==> config.mk <==
export PLATFORM = sky130hd
export DESIGN_NAME = serial_adder
export DESIGN_NICKNAME = d
export VERILOG_FILES = /design/src/rtl/serial_adder_pkg.sv /design/src/rtl/full_adder.sv /design/src/rtl/serial_adder.sv
export SDC_FILE = /design/constraint.sdc
export NUM_CORES = 1
export LEC_CHECK = 0
export CORE_ASPECT_RATIO = 1.25
export CORE_MARGIN = 3
export CORE_UTILIZATION = 36
export CTS_CLUSTER_SIZE = 24
export DETAILED_ROUTE_END_ITERATION = 8
export REMOVE_ABC_BUFFERS = 1
export SLEW_MARGIN = 20
export SYNTH_ARGS = -nofsm -noshare
export SYNTH_HDL_FRONTEND = slang
export SYNTH_HIERARCHICAL = 1
export SYNTH_SLANG_ARGS = --single-unit
==> constraint.sdc <==
create_clock -name clk -period 2.4 [get_ports clk]
set_input_delay 0.48 -clock clk [delete_from_list [all_inputs] [get_ports clk]]
set_output_delay 0.48 -clock clk [all_outputs]
set_load 0.03 [all_outputs]
==> src/rtl/serial_adder_pkg.sv <==
// Shared types and sizing helpers for the bit-serial adder.
package serial_adder_pkg;

    typedef enum logic [1:0] {
        IDLE,
        ADD,
        DONE
    } sa_state_t;

    // Bit counter must be at least one bit wide even for the narrowest adders.
    function automatic int unsigned sa_cnt_width(input int unsigned width);
        return (width <= 32'd2) ? 32'd1 : 32'($clog2(width));
    endfunction

endpackage

==> src/rtl/full_adder.sv <==
// One-bit combinational full adder built from two half adders and an OR.
module full_adder (
    input  logic a,
    input  logic b,
    input  logic cin,
    output logic sum,
    output logic carry
);

    logic ha0_sum;
    logic ha0_carry;
    logic ha1_carry;

    assign ha0_sum   = a ^ b;
    assign ha0_carry = a & b;
    assign sum       = ha0_sum ^ cin;
    assign ha1_carry = ha0_sum & cin;
    assign carry     = ha0_carry | ha1_carry;

endmodule

==> src/rtl/serial_adder.sv <==
// Bit-serial LSB-first adder {carry, sum} = a + b + cin with valid/ready on both sides.
// Define SERIAL_ADDER_OVF_EN to add the registered signed-overflow output ovf.
module serial_adder
    import serial_adder_pkg::*;
#(
    parameter int unsigned WIDTH = 8
) (
    input  logic             clk,
    input  logic             rst,
    input  logic             in_valid,
    output logic             in_ready,
    input  logic [WIDTH-1:0] a,
    input  logic [WIDTH-1:0] b,
    input  logic             cin,
    output logic             out_valid,
    input  logic             out_ready,
    output logic [WIDTH-1:0] sum,
    output logic             carry,
`ifdef SERIAL_ADDER_OVF_EN
    output logic             ovf,
`endif
    output logic             busy
);

    localparam int unsigned    CW   = sa_cnt_width(WIDTH);
    localparam logic [CW-1:0] LAST = CW'(WIDTH - 1);

    sa_state_t        state_q, state_d;
    logic [CW-1:0]    cnt_q, cnt_d;
    logic [WIDTH-1:0] a_sh_q, a_sh_d;
    logic [WIDTH-1:0] b_sh_q, b_sh_d;
    logic [WIDTH-1:0] acc_q, acc_d;
    logic             c_q, c_d;
    logic [WIDTH-1:0] sum_q, sum_d;
    logic             carry_q, carry_d;
    logic             fa_sum;
    logic             fa_carry;
    logic             unused_acc_lsb;
`ifdef SERIAL_ADDER_OVF_EN
    logic             ovf_q, ovf_d;
`endif

    full_adder u_full_adder (
        .a     (a_sh_q[0]),
        .b     (b_sh_q[0]),
        .cin   (c_q),
        .sum   (fa_sum),
        .carry (fa_carry)
    );

    // The accumulator LSB is shifted out every ADD cycle and never read.
    assign unused_acc_lsb = acc_q[0];

    always_comb begin
        state_d = state_q;
        cnt_d   = cnt_q;
        a_sh_d  = a_sh_q;
        b_sh_d  = b_sh_q;
        acc_d   = acc_q;
        c_d     = c_q;
        sum_d   = sum_q;
        carry_d = carry_q;
`ifdef SERIAL_ADDER_OVF_EN
        ovf_d   = ovf_q;
`endif
        unique case (state_q)
            IDLE: begin
                if (in_valid) begin
                    a_sh_d  = a;
                    b_sh_d  = b;
                    c_d     = cin;
                    cnt_d   = '0;
                    state_d = ADD;
                end
            end
            ADD: begin
                a_sh_d = a_sh_q >> 1;
                b_sh_d = b_sh_q >> 1;
                acc_d  = {fa_sum, acc_q[WIDTH-1:1]};
                c_d    = fa_carry;
                cnt_d  = cnt_q + 1'b1;
                if (cnt_q == LAST) begin
                    sum_d   = acc_d;
                    carry_d = fa_carry;
`ifdef SERIAL_ADDER_OVF_EN
                    // c_q is the carry into the MSB during the final bit.
                    ovf_d   = c_q ^ fa_carry;
`endif
                    state_d = DONE;
                end
            end
            DONE: begin
                if (out_ready) begin
                    state_d = IDLE;
                end
            end
            default: state_d = IDLE;
        endcase
    end

    always_ff @(posedge clk) begin
        if (rst) begin
            state_q <= IDLE;
            cnt_q   <= '0;
            a_sh_q  <= '0;
            b_sh_q  <= '0;
            acc_q   <= '0;
            c_q     <= 1'b0;
            sum_q   <= '0;
            carry_q <= 1'b0;
`ifdef SERIAL_ADDER_OVF_EN
            ovf_q   <= 1'b0;
`endif
        end else begin
            state_q <= state_d;
            cnt_q   <= cnt_d;
            a_sh_q  <= a_sh_d;
            b_sh_q  <= b_sh_d;
            acc_q   <= acc_d;
            c_q     <= c_d;
            sum_q   <= sum_d;
            carry_q <= carry_d;
`ifdef SERIAL_ADDER_OVF_EN
            ovf_q   <= ovf_d;
`endif
        end
    end

    assign in_ready  = (state_q == IDLE) && !rst;
    assign out_valid = (state_q == DONE);
    assign busy      = (state_q == ADD) || (state_q == DONE);
    assign sum       = sum_q;
    assign carry     = carry_q;
`ifdef SERIAL_ADDER_OVF_EN
    assign ovf       = ovf_q;
`endif

endmodule

; ---- Word level (Yosys, flattened, before mapping)
; Cells that the tools add are included.
[classes]
bitwise = 5
addsub = 1
reduce_logical = 8
mux = 12
n_eq_ne = 6
[op_table]
columns = cell, n
row1 = case mux 8 bit (2 select lines), 2
row2 = two-way mux 8 bit, 2
row3 = two-way mux 2 bit, 3
row4 = case mux 2 bit (3 select lines), 1
row5 = case mux 3 bit (2 select lines), 1
row6 = != test 2 bit (second input constant), 2
row7 = AND reduction 2 bit, 2
row8 = adder 3 x 1 -> 3 bit (second input constant), 1
row9 = equality test 3 bit (second input constant), 1
row10 = two-way mux 3 bit, 1
row11 = AND reduction 3 bit, 1
row12 = AND 1 bit, 2
row13 = equality test 2 x 1 -> 1 bit (second input constant), 1
row14 = equality test 2 bit (second input constant), 1
row15 = logical NOT 2 bit, 1
row16 = != test 2 x 1 -> 1 bit (second input constant), 1
row17 = case mux 1 bit (2 select lines), 1
row18 = nonzero test 2 bit, 1
row19 = bitwise XOR 1 bit, 2
row20 = logical AND 1 bit, 1
row21 = logical NOT 1 bit, 1
row22 = logical OR 1 bit, 1
row23 = two-way mux 1 bit, 1
row24 = bitwise OR 1 bit, 1
[totals]
reg_bits = 39
in_bits = 21
out_inout_bits = 12

; ---- Longest topological paths before layout
[depth]
depth_word = 4
ltp_mapped = 7

; ---- Cells and area by module
; Netlist, hierarchy kept.
[by_module_without_submodules]
columns = module, cells_per_inst, n_inst, area_per_inst_um2
row1 = serial_adder, 173, 1, 1750.4
row2 = full_adder, 1, 1, 20.0

; ---- Worst setup path before layout
; No wires, ideal clock.
[synth_path]
kind = reg-to-output
start = register state_q[0]
end = output port in_ready
slack_ps = 776
arrival_time_ps = 1144
path_stages_with_launch = 5
required_time_ps = 1920
cell_sequence = dfxtp_1 -> inv_1 -> ha_1 -> buf_6 -> nor2b_1
[synth_between]
elab_chain_len = 2
[synth_lines]
columns = element, line
row1 = from (decl), serial_adder.sv:28  ; sa_state_t state_q, state_d;
row2 = from (signal assigned), serial_adder.sv:115  ; state_q <= state_d;
row3 = logical NOT 2 bit, serial_adder.sv:129  ; assign in_ready = (state_q == IDLE) && !rst;
row4 = logical AND 1 bit, serial_adder.sv:129
row5 = to (decl), serial_adder.sv:11  ; output logic in_ready,
; No other way between the ends.

; ---- Final worst setup path
; Ends and elaborated chain as after synthesis.

==> key figures <==
Drt
  – Drt drc: 0
  – Via count: between 1000 and 1500
  – WL/cell: 12.57 microns
  – Vias/cell: 4.851
  – DRT antenna net count: 0
  – First-pass DRT Iterations: 2
  – Wirelength, routed: roughly 3.3 mm
  – 1st-iter DRT viols: 54

Power and ir drop
  – Pwr dens: 1051 mW/mm^2
  – Lkg Pwr: roughly 0.80 nW
  – Worst vdd ir: 556.1 uV
  – Final Power: ~2.3 mW

Yosys
  – Seq/Total Area, Yosys: roughly 43%
  – Synth unique cells: 23
  – Flops & latches, synth: 38
  – Synthesized instance count: 174
  – Syn avg cell area: 10.17 sq um
  – Synth area leader: dfxtp_1
  – Synthesized area: approximately 0.0018 sq mm
  – Synth area leaders: dfxtp_1 43%, mux2i_1 14%, a211oi_2 11%
  – Yosys top cell area share: 42.97%
  – YS warnings: 6

Clock network
  – Number of buffers created by CTS: 5
  – CTS tree: yes
  – CTS root buffer: clkbuf_8
  – Insertion delay to the later sink of the worst-skew pair: 0.29 ns
  – Post-CTS Setup Inserts: 0
  – CTS clk-pin slew, worst paths: about 0.080 ns
  – H-tree Lvls: 2
  – CTS sink cnt: 38
  – Hold_buf cts: 0
  – CTS max path bufs: 2
  – Post-CTS sizing: 1

GRT
  – Vias in the first global route: approximately 1200
  – Initial antenna violation count: 0
  – Met2 Usage GRT: approximately a fifth
  – Global-route wire length before repair: 5.568 mm
  – GR Util met1: 14.90%
  – Largest net degree at the start of global routing: 42
  – GR Util met3: under 10%
  – GR Overflow Total: 0
  – GR peak layer: met2
  – Gr usage total: 12.56%

Floorplan
  – Core Region: 0.004561 sq mm
  – Std cell rows: 27
  – Die area: a little under 0.006 sq mm
  – I/O pin cnt: 33
  – Die Ht: 84.41 microns
  – Initial Util: 38.82%
  – Die Wd: approximately 69 microns

Place
  – Post-DP HPWL: 2.402 mm
  – Post-Place Setup Slack: roughly 0.24 ns
  – Final GP Congestion: between 0.7 and 0.8
  – Input/output buffers: 32

Timing
  – Tmin final: 2.180 ns
  – RSZ-0062 raised after global routing: no
  – Final TNS setup: 0 ns
  – Setup Skew: 0.008245 ns
  – Slew @ Worst Pin: ~0.48 ns
  – Top achievable clock speed: roughly 0.46 GHz
  – Setup violations, final: 0
  – Slew headroom: 68.21%
  – Final-report hold violation count: 0
  – Pins Over Slew Limit: 0
  – Fin worst setup slack: 0.2200 ns
  – Period utilization: between 90 and 100%

Final layout
  – Synth-to-layout area growth: 23.67%
  – Commonest non-fill, non-tap cell in the layout: dfxtp_1
  – Most frequent cells in the layout: 38 x dfxtp_1, 30 x clkdlybuf4s50_1, 25 x nor2_1
  – Final #Nets: around 230
  – ANT cells: 0
  – Layout cells sized above 1: 15.27%

Job
  – Max-Cap Viols: 0

Worst setup path
  – Worst setup EP type: primary output
  – WP data arrival: 1.70 ns
  – Critical setup path kind: flop to primary output
  – Worst Path Required: 1.92 ns
  – CP Launch Type: flop
  – Max FO, Critical Path: 8

Status
  – Run status: complete, no violations

Min path
  – Worst hold path class: flop to flop
## area by class of cell
cell class | count | area [sq um]
clock buffers | 5 | 68.82
repair buffers | 35 | 336.6
flip-flops and latches | 38 | 760.7
well taps | 58 | 72.57
multi-input cells | 118 | 895.9
clock inverters | 3 | 40.04
fillers | 436 | 2371
inverters | 4 | 15.01
## report_power, final
group	switching, mW	internal [mW]
Clock	0.221	0.306
Sequential	0.0704	0.755
Combinational	0.531	0.419
Total	0.822	1.48
## path summary, 6_finish.rpt
path / from / end / slack, ns / cells after the start
max: state_q[0] / in_ready / 0.22 / 4
min: sum[2] / sum[2] / 0.46 / 2
max reg2reg: state_q[0] / a_sh_q[0] / 0.74 / 5
min reg2reg: sum[2] / sum[2] / 0.46 / 2
## critical path, cell delays in order, from the launching register on
cell           delay [ns]
dfxtp_1              0.32
inv_1                0.11
ha_1                 0.36
nor2b_1              0.21
dlygate4sd2_1        0.42
## Yosys cell counts
library cell	n
dfxtp_1	38
nor2_1	25
mux2i_1	24
a211oi_2	15
nand2_1	11
a21oi_1	10
nand3_1	9
buf_2	6
ha_1	5
nand2b_1	5
buf_6	4
inv_1	4
buf_4	3
a31oi_1	2
a32oi_1	2
and2b_1	2
mux2_4	2
o32ai_1	2
clkbuf_1	1
fa_1	1
nand3b_1	1
nor2b_1	1
o221ai_2	1
## routing by layer
layer	vias to the layer above	routed length, microns
met5	-	0
met4	0	46
met3	4	171
met2	26	1690
met1	571	1373
li1	665	-
## logic make-up (layout without fill, tap and decap cells)
| kind of cell | Yosys count | after routing | synth area share, % |
|---|---|---|---|
| DFF | 38 | 38 | 42.97 |
| muxes | 26 | 26 | 15.27 |
| adders and majority gates | 6 | 6 | 4.664 |
| AOI/OAI and AO/OA | 32 | 32 | 16.96 |
| and+or+nand+nor | 54 | 54 | 13.57 |
| buffers and inverters | 18 | 47 | 6.572 |
## state kept, by name (all words and copies together), names as in the netlist
name     cells
b_sh_q       8
sum          8
a_sh_q       8
acc_q        7
cnt_q        3
c_q          1
carry        1
state_q      2
## per-stage QoR
stage	utilization (%)	area, sq um	hold WS (ns)	instances
2_1_floorplan	-	1669	0.4368	160
3_3_place_gp	45.65	2082	0.4439	253
3_5_place_dp	45.65	2082	0.4520	253
4_1_cts	48.01	2190	0.4632	261
5_1_grt	48.01	2190	0.4830	261
6_report	48.01	2190	0.4588	261
(Power assumes the default switching activity.)
==> variant: new RTL, same flow settings <==
The 3 states of `sa_state_t` get a one-hot encoding in 3 bits.
--- a/src/rtl/serial_adder_pkg.sv
+++ b/src/rtl/serial_adder_pkg.sv
@@ -1,10 +1,10 @@
 // Shared types and sizing helpers for the bit-serial adder.
 package serial_adder_pkg;
 
-    typedef enum logic [1:0] {
-        IDLE,
-        ADD,
-        DONE
+    typedef enum logic [2:0] {
+        IDLE = 3'b001,
+        ADD  = 3'b010,
+        DONE = 3'b100
     } sa_state_t;
 
     // Bit counter must be at least one bit wide even for the narrowest adders.
Formal check against the unedited RTL: same outputs for any inputs over 10 cycles, from zero or initial values and one cycle with rst high; not proved beyond that.
==> variant against the unedited design <==
Wire length increased by 3.0%. Worst setup slack worse by 34 ps. Utilization fell by 0.57 points. Area after synthesis fell by 11%. Global-route usage rose by 1.6 points. Clock skew is 4.5 ps lower. First-iteration DRC count is 26% higher. Sequential cell count is 1 higher. Via count grew 7.3%. Highest routed layer unchanged. Cell area fell by 9.8%. Worst hold slack worse by 5.5 ps.
Power is not compared: it rests on default switching activity, and its combinational part moved more than twofold at a synthesized area within 25%.
==> variant: results (changes against the unedited design) <==
\begin{tabular}{lr}
\hline
Metric & Value \\
\hline
\multicolumn{2}{l}{\textbf{Outcome}} \\
\quad Result of the run & finished clean \\
\multicolumn{2}{l}{\textbf{Drt}} \\
\quad Via count & 1358 (+7.3\%) \\
\quad Wl on met1 & 1398 µm (+1.8\%) \\
\quad DRT iter0 DRCs & 68 (+26\%) \\
\quad Routed length on met3 & 207 µm (+21\%) \\
\quad Detailed Routing Iterations Pass 1 & 4 (+2) \\
\quad Total length of routed met2 wires & 1692 µm (+0.12\%) \\
\quad Wire per inst & 12.76 µm (+1.5\%) \\
\multicolumn{2}{l}{\textbf{Final layout}} \\
\quad Fraction of final layout cells sized beyond drive strength 1 & 7.656\% (-7.6 points) \\
\quad Clock tree buffer count of the final layout & 6 (+1) \\
\quad Area overhead of the layout relative to synthesis & 25.62\% \\
\quad Share of cell area taken by flip-flops and latches & 39.52\% (+4.8 points) \\
\quad Nonclk buf count & 37 (+5.7\%) \\
\quad Count of placed standard cells in the final layout, fillers left out & 265 (+1.5\%) \\
\quad Clk cell area share & 3.673\% (-1.3 points) \\
\quad Number of fill cells in the layout & 455 (+4.4\%) \\
\quad Layout multi-input combinational cell count & 125 (+5.9\%) \\
\multicolumn{2}{l}{\textbf{Worst setup path}} \\
\quad Worst reg-to-reg setup slack & 760 ps (+20 ps) \\
\quad Worst R2R Start & cnt\_q[0]\$\_SDFFE\_PP0P\_ \\
\quad Startpoint of the worst setup timing path & state\_q[2]\$\_SDFFE\_PP0P\_ \\
\multicolumn{2}{l}{\textbf{STA}} \\
\quad Worst rel slew slack & 71.47\% (+3.3 points) \\
\multicolumn{2}{l}{\textbf{Placement}} \\
\quad Post-Place Setup Slack & 212.0 ps (-23.13 ps) \\
\quad Placement-stage cell area & 1904 µm² (-8.5\%) \\
\quad Half-perimeter wire length after detailed placement & 2355 µm (-2.0\%) \\
\multicolumn{2}{l}{\textbf{GRT}} \\
\quad First-pass GRT wire length & 5754 µm (+3.3\%) \\
\quad GR met2 Demand/Resource & 25.08\% (+4.6 points) \\
\multicolumn{2}{l}{\textbf{Clocking}} \\
\quad Clock sink count & 39 (+2.6\%) \\
\multicolumn{2}{l}{\textbf{Synth}} \\
\quad Synth cell types & 26 (+13\%) \\
\quad Cell types with the highest counts after synthesis & sky130\_fd\_sc\_hd\_\_dfxtp\_1, sky130\_fd\_sc\_hd\_\_nand2\_1, sky130\_fd\_sc\_hd\_\_nor3\_1, sky130\_fd\_sc\_hd\_\_a21oi\_1, sky130\_fd\_sc\_hd\_\_o22ai\_1 \\
\hline
\end{tabular}
==> variant: critical path: stages, from the launching register on <==
cell and delay, ps:
sky130_fd_sc_hd__dfxtp_1 480, sky130_fd_sc_hd__or3b_2 510, sky130_fd_sc_hd__inv_1 60, sky130_fd_sc_hd__dlygate4sd2_1 400
==> variant: worst min-delay path by stage <==
stage / startpoint / to / slack [ps] / depth (start not counted)
floorplan: acc_q[1]$_SDFFE_PP0P_ / sum[0]$_SDFFE_PP0P_ / 430 / 2
global placement: sum[3]$_SDFFE_PP0P_ / sum[3]$_SDFFE_PP0P_ / 440 / 2
detailed placement: sum[1]$_SDFFE_PP0P_ / sum[1]$_SDFFE_PP0P_ / 450 / 2
CTS: sum[1]$_SDFFE_PP0P_ / sum[1]$_SDFFE_PP0P_ / 460 / 2
global route: sum[3]$_SDFFE_PP0P_ / sum[3]$_SDFFE_PP0P_ / 470 / 2
finish: sum[5]$_SDFFE_PP0P_ / sum[5]$_SDFFE_PP0P_ / 450 / 2
